[config.mk]
export PLATFORM = sky130hd
export DESIGN_NAME = sun_apb_requester
export DESIGN_NICKNAME = d
export VERILOG_FILES = /design/src/rtl/sun_apb_pkg.sv /design/src/rtl/sun_apb_requester_xfer.sv /design/src/rtl/sun_apb_requester.sv
export SDC_FILE = /design/constraint.sdc
export NUM_CORES = 1
export LEC_CHECK = 0
export CORE_MARGIN = 8
export CORE_UTILIZATION = 36
export CTS_CLUSTER_SIZE = 30
export DETAILED_ROUTE_END_ITERATION = 8
export SYNTH_ARGS = -nofsm -noshare
export SYNTH_HDL_FRONTEND = slang
export SYNTH_SLANG_ARGS = --single-unit
[constraint.sdc]
create_clock -name pclk -period 16.6 [get_ports pclk]
set_input_delay 4.15 -clock pclk [delete_from_list [all_inputs] [get_ports pclk]]
set_output_delay 4.15 -clock pclk [all_outputs]
set_load 0.02 [all_outputs]
[src/rtl/sun_apb_pkg.sv]
// Register map, constants and state encodings shared by the
// sun-sensor APB requester and its transfer engine.
package sun_apb_pkg;

  localparam logic [31:0] ADDR_CTRL   = 32'h0;
  localparam logic [31:0] ADDR_THRESH = 32'h1;
  localparam logic [31:0] ADDR_XMAX   = 32'h2;
  localparam logic [31:0] ADDR_YMAX   = 32'h3;
  localparam logic [31:0] ADDR_DATA   = 32'h4;
  localparam logic [31:0] ADDR_STATUS = 32'h5;
  localparam logic [31:0] ADDR_H      = 32'h8;
  localparam logic [31:0] ADDR_K      = 32'h9;

  localparam int          STATUS_READY_BIT = 0;
  localparam logic [31:0] CTRL_ENABLE      = 32'h1;

  typedef enum logic [3:0] {
    S_IDLE,
    S_CFG_CTRL,
    S_CFG_THR,
    S_CFG_XMAX,
    S_CFG_YMAX,
    S_PIX_WAIT,
    S_PIX_WR,
    S_POLL_RD,
    S_POLL_GAP,
    S_RD_H,
    S_RD_K,
    S_FIN
  } state_e;

  typedef enum logic [1:0] {
    X_IDLE,
    X_SETUP,
    X_ACCESS
  } xfer_e;

endpackage

[src/rtl/sun_apb_requester_xfer.sv]
// Single APB3 transfer engine: accepts a request while idle, then runs
// SETUP and ACCESS; the accepting cycle is the bus-idle cycle.
module apb_xfer
  import sun_apb_pkg::*;
(
  input  logic        clk_i,
  input  logic        rst_ni,
  input  logic        req_i,
  input  logic        write_i,
  input  logic [31:0] addr_i,
  input  logic [31:0] wdata_i,
  output logic        ack_o,
  output logic [31:0] rdata_o,
`ifdef SUN_APB_PSLVERR_EN
  input  logic        pslverr_i,
  output logic        err_o,
`endif
  output logic        psel_o,
  output logic        penable_o,
  output logic        pwrite_o,
  output logic [31:0] paddr_o,
  output logic [31:0] pwdata_o,
  input  logic [31:0] prdata_i,
  input  logic        pready_i
);

  xfer_e       xs_q, xs_d;
  logic [31:0] addr_q, addr_d;
  logic [31:0] wdata_q, wdata_d;
  logic        write_q, write_d;

  always_comb begin
    xs_d    = xs_q;
    addr_d  = addr_q;
    wdata_d = wdata_q;
    write_d = write_q;
    unique case (xs_q)
      X_IDLE: if (req_i) begin
        xs_d    = X_SETUP;
        addr_d  = addr_i;
        wdata_d = wdata_i;
        write_d = write_i;
      end
      X_SETUP:  xs_d = X_ACCESS;
      X_ACCESS: if (pready_i) xs_d = X_IDLE;
      default:  xs_d = X_IDLE;
    endcase
  end

  always_ff @(posedge clk_i) begin
    if (!rst_ni) begin
      xs_q    <= X_IDLE;
      addr_q  <= '0;
      wdata_q <= '0;
      write_q <= 1'b0;
    end else begin
      xs_q    <= xs_d;
      addr_q  <= addr_d;
      wdata_q <= wdata_d;
      write_q <= write_d;
    end
  end

  assign ack_o     = (xs_q == X_ACCESS) && pready_i;
  assign rdata_o   = prdata_i;
  assign psel_o    = (xs_q != X_IDLE);
  assign penable_o = (xs_q == X_ACCESS);
  assign pwrite_o  = write_q;
  assign paddr_o   = addr_q;
  assign pwdata_o  = wdata_q;
`ifdef SUN_APB_PSLVERR_EN
  assign err_o     = ack_o && pslverr_i;
`endif

endmodule

[src/rtl/sun_apb_requester.sv]
// Sun-sensor APB requester: configure, stream pixels, poll, read centroid.
// Optional completer error abort enabled by SUN_APB_PSLVERR_EN.
module sun_apb_requester
  import sun_apb_pkg::*;
#(
  parameter int unsigned POLL_LIMIT = 255,
  parameter int unsigned POLL_GAP   = 4
) (
  input  logic        pclk,
  input  logic        presetn,
  input  logic        start,
  input  logic [7:0]  threshold,
  input  logic [7:0]  xmax,
  input  logic [7:0]  ymax,
  input  logic [7:0]  pix_data,
  input  logic        pix_valid,
  output logic        pix_ready,
  output logic        psel,
  output logic        penable,
  output logic        pwrite,
  output logic [31:0] paddr,
  output logic [31:0] pwdata,
  input  logic [31:0] prdata,
  input  logic        pready,
`ifdef SUN_APB_PSLVERR_EN
  input  logic        pslverr,
  output logic        slv_err,
`endif
  output logic        busy,
  output logic        done,
  output logic [31:0] h_out,
  output logic [31:0] k_out,
  output logic        timeout_err
);

  localparam logic [15:0] LIM  = 16'(POLL_LIMIT);
  localparam logic [15:0] GAP0 = 16'(POLL_GAP - 1);

  state_e      state_q, state_d;
  logic [7:0]  thr_q, thr_d, xm_q, xm_d, ym_q, ym_d, pix_q, pix_d;
  logic [15:0] total_q, total_d, cnt_q, cnt_d;
  logic [15:0] poll_q, poll_d, gap_q, gap_d;
  logic [31:0] h_q, h_d, k_q, k_d;
  logic        tmo_q, tmo_d;
  logic        req, wr, ack;
  logic [31:0] addr, wdata, rdata;
`ifdef SUN_APB_PSLVERR_EN
  logic        slv_q, slv_d, err;
`endif

  apb_xfer u_xfer (
    .clk_i     (pclk),
    .rst_ni    (presetn),
    .req_i     (req),
    .write_i   (wr),
    .addr_i    (addr),
    .wdata_i   (wdata),
    .ack_o     (ack),
    .rdata_o   (rdata),
`ifdef SUN_APB_PSLVERR_EN
    .pslverr_i (pslverr),
    .err_o     (err),
`endif
    .psel_o    (psel),
    .penable_o (penable),
    .pwrite_o  (pwrite),
    .paddr_o   (paddr),
    .pwdata_o  (pwdata),
    .prdata_i  (prdata),
    .pready_i  (pready)
  );

  always_comb begin
    state_d = state_q;
    thr_d   = thr_q;
    xm_d    = xm_q;
    ym_d    = ym_q;
    pix_d   = pix_q;
    total_d = total_q;
    cnt_d   = cnt_q;
    poll_d  = poll_q;
    gap_d   = gap_q;
    h_d     = h_q;
    k_d     = k_q;
    tmo_d   = tmo_q;
`ifdef SUN_APB_PSLVERR_EN
    slv_d   = slv_q;
`endif
    req     = 1'b0;
    wr      = 1'b0;
    addr    = ADDR_CTRL;
    wdata   = '0;
    unique case (state_q)
      S_IDLE: if (start) begin
        state_d = S_CFG_CTRL;
        thr_d   = threshold;
        xm_d    = xmax;
        ym_d    = ymax;
        total_d = 16'(xmax) * 16'(ymax);
        cnt_d   = '0;
        poll_d  = '0;
        tmo_d   = 1'b0;
`ifdef SUN_APB_PSLVERR_EN
        slv_d   = 1'b0;
`endif
      end
      S_CFG_CTRL: begin
        req = 1'b1; wr = 1'b1;
        addr = ADDR_CTRL; wdata = CTRL_ENABLE;
        if (ack) state_d = S_CFG_THR;
      end
      S_CFG_THR: begin
        req = 1'b1; wr = 1'b1;
        addr = ADDR_THRESH; wdata = {24'h0, thr_q};
        if (ack) state_d = S_CFG_XMAX;
      end
      S_CFG_XMAX: begin
        req = 1'b1; wr = 1'b1;
        addr = ADDR_XMAX; wdata = {24'h0, xm_q};
        if (ack) state_d = S_CFG_YMAX;
      end
      S_CFG_YMAX: begin
        req = 1'b1; wr = 1'b1;
        addr = ADDR_YMAX; wdata = {24'h0, ym_q};
        if (ack) state_d = (total_q == '0) ? S_POLL_RD : S_PIX_WAIT;
      end
      S_PIX_WAIT: if (pix_valid) begin
        pix_d   = pix_data;
        state_d = S_PIX_WR;
      end
      S_PIX_WR: begin
        req = 1'b1; wr = 1'b1;
        addr = ADDR_DATA; wdata = {24'h0, pix_q};
        if (ack) begin
          cnt_d   = cnt_q + 16'd1;
          state_d = (cnt_d == total_q) ? S_POLL_RD : S_PIX_WAIT;
        end
      end
      S_POLL_RD: begin
        req = 1'b1; addr = ADDR_STATUS;
        if (ack) begin
          poll_d = poll_q + 16'd1;
          if (rdata[STATUS_READY_BIT]) begin
            state_d = S_RD_H;
          end else if (poll_d == LIM) begin
            tmo_d   = 1'b1;
            state_d = S_FIN;
          end else begin
            // the engine's accept cycle supplies the last gap cycle
            gap_d   = GAP0;
            state_d = (POLL_GAP > 1) ? S_POLL_GAP : S_POLL_RD;
          end
        end
      end
      S_POLL_GAP: begin
        if (gap_q <= 16'd1) state_d = S_POLL_RD;
        else gap_d = gap_q - 16'd1;
      end
      S_RD_H: begin
        req = 1'b1; addr = ADDR_H;
        if (ack) begin
          h_d     = rdata;
          state_d = S_RD_K;
        end
      end
      S_RD_K: begin
        req = 1'b1; addr = ADDR_K;
        if (ack) begin
          k_d     = rdata;
          state_d = S_FIN;
        end
      end
      S_FIN:   state_d = S_IDLE;
      default: state_d = S_IDLE;
    endcase
`ifdef SUN_APB_PSLVERR_EN
    if (err) begin
      state_d = S_FIN;
      slv_d   = 1'b1;
      h_d     = h_q;
      k_d     = k_q;
      tmo_d   = tmo_q;
    end
`endif
  end

  always_ff @(posedge pclk) begin
    if (!presetn) begin
      state_q <= S_IDLE;
      thr_q   <= '0;
      xm_q    <= '0;
      ym_q    <= '0;
      pix_q   <= '0;
      total_q <= '0;
      cnt_q   <= '0;
      poll_q  <= '0;
      gap_q   <= '0;
      h_q     <= '0;
      k_q     <= '0;
      tmo_q   <= 1'b0;
`ifdef SUN_APB_PSLVERR_EN
      slv_q   <= 1'b0;
`endif
    end else begin
      state_q <= state_d;
      thr_q   <= thr_d;
      xm_q    <= xm_d;
      ym_q    <= ym_d;
      pix_q   <= pix_d;
      total_q <= total_d;
      cnt_q   <= cnt_d;
      poll_q  <= poll_d;
      gap_q   <= gap_d;
      h_q     <= h_d;
      k_q     <= k_d;
      tmo_q   <= tmo_d;
`ifdef SUN_APB_PSLVERR_EN
      slv_q   <= slv_d;
`endif
    end
  end

  assign pix_ready   = (state_q == S_PIX_WAIT);
  assign busy        = (state_q != S_IDLE);
  assign done        = (state_q == S_FIN);
  assign h_out       = h_q;
  assign k_out       = k_q;
  assign timeout_err = tmo_q;
`ifdef SUN_APB_PSLVERR_EN
  assign slv_err     = slv_q;
`endif

endmodule
Word-level counts from Yosys, hierarchy flattened
Cells that the tools add are included.
{"block": "word_totals", "ff_bits": 232, "wordCells": 113, "in_bits": 69}
{"block": "classes", "reduce_logical": 22, "multipliers": 1, "muxes": 38, "n_addsub": 3, "eq_ne": 32, "n_lt_le_gt_ge": 1}
{"op": "$mux W16", "count": 7}
{"op": "$pmux W16 S2", "count": 3}
{"op": "$mux W4", "count": 11}
{"op": "$pmux W4 S11", "count": 1}
{"op": "$pmux W8 S5", "count": 1}
{"op": "$add A16 B1 Y16 const B", "count": 2}
{"op": "$ne A2 B2 Y1 const B", "count": 16}
{"op": "$pmux W4 S7", "count": 1}
{"op": "$eq A16 B16 Y1", "count": 1}
{"op": "$eq A16 B8 Y1 const B", "count": 1}
{"op": "$eq A4 B3 Y1 const B", "count": 4}
{"op": "$eq A4 B4 Y1 const B", "count": 4}
{"op": "$le A16 B1 Y1 const B", "count": 1}
{"op": "$logic_not A16 Y1", "count": 1}
{"op": "$mul A8 B8 Y16", "count": 1}
{"op": "$sub A16 B1 Y16 const B", "count": 1}
{"op": "$mux W2", "count": 6}
{"op": "$reduce_and A2 Y1", "count": 6}
{"op": "$reduce_and A11 Y1", "count": 1}
{"op": "$reduce_and A5 Y1", "count": 2}
{"op": "$eq A4 B2 Y1 const B", "count": 2}
{"op": "$reduce_bool A2 Y1", "count": 4}
{"op": "$reduce_or A8 Y1", "count": 1}
{"op": "$mux W1", "count": 6}
{"op": "12 further kinds", "count": 13}

Depth between registers and ports, before layout
{"block": "depth", "depth_word": 6, "ltp_mapped": 18, "mapped_depth_nobuf": 17}

Modules after synthesis
A second synthesis with hierarchy kept.
{"block": "hier_totals", "hier_cells": 1587, "hier_area_um2": 12782.3}
{"module": "sun_apb_requester", "n_inst": 1, "cells_each": 1263, "area_per_inst_um2": 9873.2, "seq_area_each_um2": 3303.2}
{"module": "apb_xfer", "n_inst": 1, "cells_each": 324, "area_per_inst_um2": 2909.0, "seq_area_each_um2": 1341.3}

Worst setup path before layout
Ideal clock, no wire load.
{"block": "synth_timing", "path_type": "input to register", "start": "input ymax[7]", "end": "register total_q[15]", "t_arrival_ns": 7.923, "setup_ns": 0.133, "n_path_buf": 1, "path_slack_ns": 8.544, "required_ns": 16.467, "path_stages": 17, "cell_sequence": "clkbuf_1 > nand2_1 > fa_1 > fa_1 > inv_1 > fa_1 > inv_1 > fa_1 > inv_1 > ha_1 > o21ai_0 > a21oi_1 > o211ai_1 > a21oi_1 > o31ai_1 > xnor2_1 > a21oi_1"}
{"block": "synth_between", "elab_chain_cells": 1}
{"item": "start: declaration", "line": "sun_apb_requester.sv:14", "text": "input logic [7:0] ymax,"}
{"item": "$mul A8 B8 Y16", "line": "sun_apb_requester.sv:99", "text": "total_d = 16'(xmax) * 16'(ymax);"}
{"item": "end signal: assignment", "line": "sun_apb_requester.sv:210", "text": "total_q <= total_d;"}
{"item": "end: declaration", "line": "sun_apb_requester.sv:41", "text": "logic [15:0] total_q, total_d, cnt_q, cnt_d;"}
Every way passes these cells.
A chain may end at the register's enable or synchronous reset.

Worst setup path in the final report
{"block": "layout_timing", "start": "input xmax[4]", "end": "register total_q[14]"}
{"block": "layout_between", "elab_chain_cells": 1}
{"item": "start: declaration", "line": "sun_apb_requester.sv:13", "text": "input logic [7:0] xmax,"}
{"item": "$mul A8 B8 Y16", "line": "sun_apb_requester.sv:99"}
Every way passes these cells.

==> flow_metrics.env <==
export IMPL_routedWlPerCell_um=16.0
export IMPL_synth_top_area_cell="dfxtp_1"
export IMPL_ys_top_cells_by_area="dfxtp_1 33%, nand2_1 9.8%, a21oi_1 8.2%"
export IMPL_cts_buffer_depth=2
export IMPL_fin_area_um2=12900
export IMPL_tns_ns=0
export IMPL_antenna_found_initial=0
export IMPL_first_global_vias=9118
export IMPL_path_common_cell="fa_1"
export IMPL_seq_area_um2=3600
export IMPL_placed_area_um2=12300
export IMPL_worstRegToRegCells=8
export IMPL_synth_warnings=0
export IMPL_ys_seq_elements=180
export IMPL_hold_violations=0
export IMPL_io_pins=204
export IMPL_nets=1641
export IMPL_place_gp_congestion=0.885
export IMPL_n_fill_cell=3057
export IMPL_netlist_area_um2=10800
export IMPL_cp_required_ns=16.97
export IMPL_synthArstFlopShare=0
export IMPL_n_antenna_cell=0
export IMPL_power_density_nw_per_um2=106
export IMPL_slew_headroom=0.265
export IMPL_root_buffer="clkbuf_16"
export IMPL_yosysUniqueCellTypes=70
export IMPL_slew_violations=0
export IMPL_crit_slowest_cell="fa_1"
export IMPL_r2r_slack_ns=13.36
export IMPL_die_area_um2=35800
export IMPL_synth_edff_count=0
export IMPL_p_leak_nw=4.86
export IMPL_path_class="input port to flip-flop"
export IMPL_critical_path_startpoint="xmax[4]"
export IMPL_htree_levels=4
export IMPL_routed_wl_um=30400
export IMPL_dominantRegCellSynth="dfxtp_1"
export IMPL_multi_input_area_um2=6390
export IMPL_syn2layout_area_growth_pct=19.6
export IMPL_initial_core_util=0.365
export IMPL_instances_no_fill=1898
export IMPL_status="complete, no violations"
export IMPL_fin_skew_ns=0.0138
export IMPL_clkLatencyLatePin_ns=0.45
export IMPL_crit_arrival_ns=8.69
export IMPL_cts_resized=0
export IMPL_hold_depth=2
export IMPL_track_usage=0.167
export IMPL_place_ws_ns=7.83
export IMPL_critPathMaxFanout=9
export IMPL_period_minus_slack_ns=8.32
export IMPL_netlist_instances=1399
export IMPL_setup_viol=0
export IMPL_die_h_um=189
export IMPL_path_delay_family="adder cells"
export IMPL_grt_max_degree=100
export IMPL_clk_pin_slew_ns=0.07
export IMPL_holdPathEnd="thr_q[7]$_SDFFE_PN0P_"
export IMPL_cts_buffers=17
export IMPL_dp_cells=1866
export IMPL_synth_top_area_frac=0.334
export IMPL_cts_tree="done"
export IMPL_grt_first_pass_wirelength_um=49000
export IMPL_clkSinkCount=180
export IMPL_cts_setup_buffers=0
export IMPL_ctsHoldBuffers=0
export IMPL_peakVddDrop_v=0.0000731
export IMPL_vias_per_cell=5.03
export IMPL_cap_violations=0
export IMPL_r2r_end="gap_q[15]$_SDFFE_PN0P_"
export IMPL_critPathCaptureType="flip-flop"
export IMPL_vias=9545
export IMPL_dp_hpwl_um=22300
export IMPL_fin_crit_sh=0.501
export IMPL_worstPathCellList="clkdlybuf4s50_1, and2_1, fa_1, fa_1, fa_1, inv_1, fa_1, inv_1, ha_1, a21o_1, a31oi_1, o21ai_0, o41ai_1, nand4_1, o211ai_1"
export IMPL_die_w_um=189
export IMPL_drive_gt1_frac=0.0438
export IMPL_dr_pass1_iters=6
export IMPL_r2r_start="poll_q[0]$_SDFFE_PN0P_"
export IMPL_tightest_slew_ns=1.10
export IMPL_grt_overflow_total=0
export IMPL_drc=0
export IMPL_fmax_ghz=0.120
export IMPL_drt_first_iter_violations=857
export IMPL_rsz0062_at_grt="no"
export IMPL_ant_nets=0
export IMPL_cp_slowest_stage_delay_ns=0.57
export IMPL_ys_seq_area_frac=0.334
export IMPL_core_um2=29600
export IMPL_holdCritStartpoint="thr_q[7]$_SDFFE_PN0P_"
export IMPL_worst_path_stages=15
export IMPL_start_kind="input port"
export IMPL_path_buf_inv=3
export IMPL_row_count=63
export IMPL_syn_area_per_cell_um2=7.72
export IMPL_setup_ws_ns=8.28
export IMPL_hold_path_class="flip-flop to flip-flop"
export IMPL_io_buffers=151
-- synthesized netlist by cell type, drive strengths merged, types with 3 or more instances --
| cell type | instances |
|---|---|
| a211oi | 6 |
| a21o | 9 |
| a21oi | 177 |
| a221oi | 3 |
| a222oi | 5 |
| a22oi | 5 |
| a31oi | 4 |
| and2 | 50 |
| and3 | 6 |
| buf | 65 |
| clkbuf | 72 |
| dfxtp | 180 |
| fa | 36 |
| ha | 41 |
| inv | 69 |
| mux2 | 9 |
| mux2i | 6 |
| nand2 | 281 |
| nand2b | 8 |
| nand3 | 44 |
| nand3b | 5 |
| nand4 | 18 |
| nand4b | 3 |
| nor2 | 94 |
| nor2b | 4 |
| nor3 | 29 |
| nor3b | 3 |
| nor4 | 16 |
| o211ai | 4 |
| o21ai | 43 |
| o21bai | 5 |
| o311ai | 6 |
| or2 | 4 |
| or3 | 16 |
| xnor2 | 31 |
| xor2 | 13 |
-- metal layers --
metal	vias up	GRT usage	share of wire
met2	233	0.273	0.48
met4	0	0.0577	0.023
met1	4463	0.216	0.45
met5	-	0	0
li1	4809	-	-
met3	40	0.0331	0.047
-- how the worst max path moves through the flow --
| stage | to | slack, ns |
|---|---|---|
| floorplan | total_q[15]$_SDFFE_PN0P_ | 8.54 |
| global route | total_q[14]$_SDFFE_PN0P_ | 7.99 |
| finish | total_q[14]$_SDFFE_PN0P_ | 8.28 |
| detailed placement | total_q[14]$_SDFFE_PN0P_ | 7.83 |
| global placement | total_q[14]$_SDFFE_PN0P_ | 7.93 |
| CTS | total_q[14]$_SDFFE_PN0P_ | 8.32 |
-- area by class of cell --
| cell class | instances | share of cell area |
|---|---|---|
| Multi-Input combinational cell | 1064 | 0.495 |
| Tap cell | 390 | 0.0378 |
| Clock buffer | 19 | 0.0343 |
| Clock inverter | 13 | 0.00902 |
| Timing Repair Buffer | 163 | 0.124 |
| Inverter | 69 | 0.0203 |
| Sequential cell | 180 | 0.279 |
-- layout by cell type, fill, tap and decap left out, types with 29 or more instances in the layout --
master and n:
ha_1 41, xnor2_1 31, and2_1 50, nor3_1 29, conb_1 52, nor2_1 92
clkdlybuf4s50_1 151, nand3_1 44, o21ai_0 43, fa_1 36, inv_1 68, a21oi_1 177
dfxtp_1 180, nand2_1 281
-- sequential cells by signal, summed over array words and instances, names as in the netlist, 8 cells and up --
signal           count
h_out               32
k_out               32
cnt_q               16
gap_q               16
poll_q              16
total_q             16
pix_q                8
thr_q                8
u_xfer.pwdata_o      8
xm_q                 8
ym_q                 8
-- through the flow --
stage	hold WS, ns	total power, mW	util
2_1_floorplan	0.431	0.857	-
3_3_place_gp	0.440	0.982	0.418
3_5_place_dp	0.445	0.987	0.418
4_1_cts	0.455	1.38	0.437
5_1_grt	0.467	1.47	0.437
6_report	0.453	1.37	0.437
-- cells by family after synthesis --
logic type | after synthesis | synth area share
and+or+nand+nor | 587 | 0.251
AOI/OAI and AO/OA | 289 | 0.157
buffers and inverters | 206 | 0.0925
DFF | 180 | 0.334
adders and majority gates | 77 | 0.114
xor gates and xnor gates | 44 | 0.0357
muxes | 15 | 0.0153
other | 1 | 0.000347
-- tightest hold or removal path: stages, from the launching register on --
cell,delay (ns)
dfxtp_1,0.31
nand2_1,0.05
a21oi_1,0.05
-- where the power goes --
| part | switching (mW) | internal [mW] | leakage [nW] | total (mW) |
|---|---|---|---|---|
| combinational | 0.298 | 0.189 | 3.13 | 0.487 |
| sequential | 0.0243 | 0.464 | 1.46 | 0.489 |
| clock | 0.192 | 0.202 | 0.281 | 0.394 |
Power figures use the tool's default switching activity.
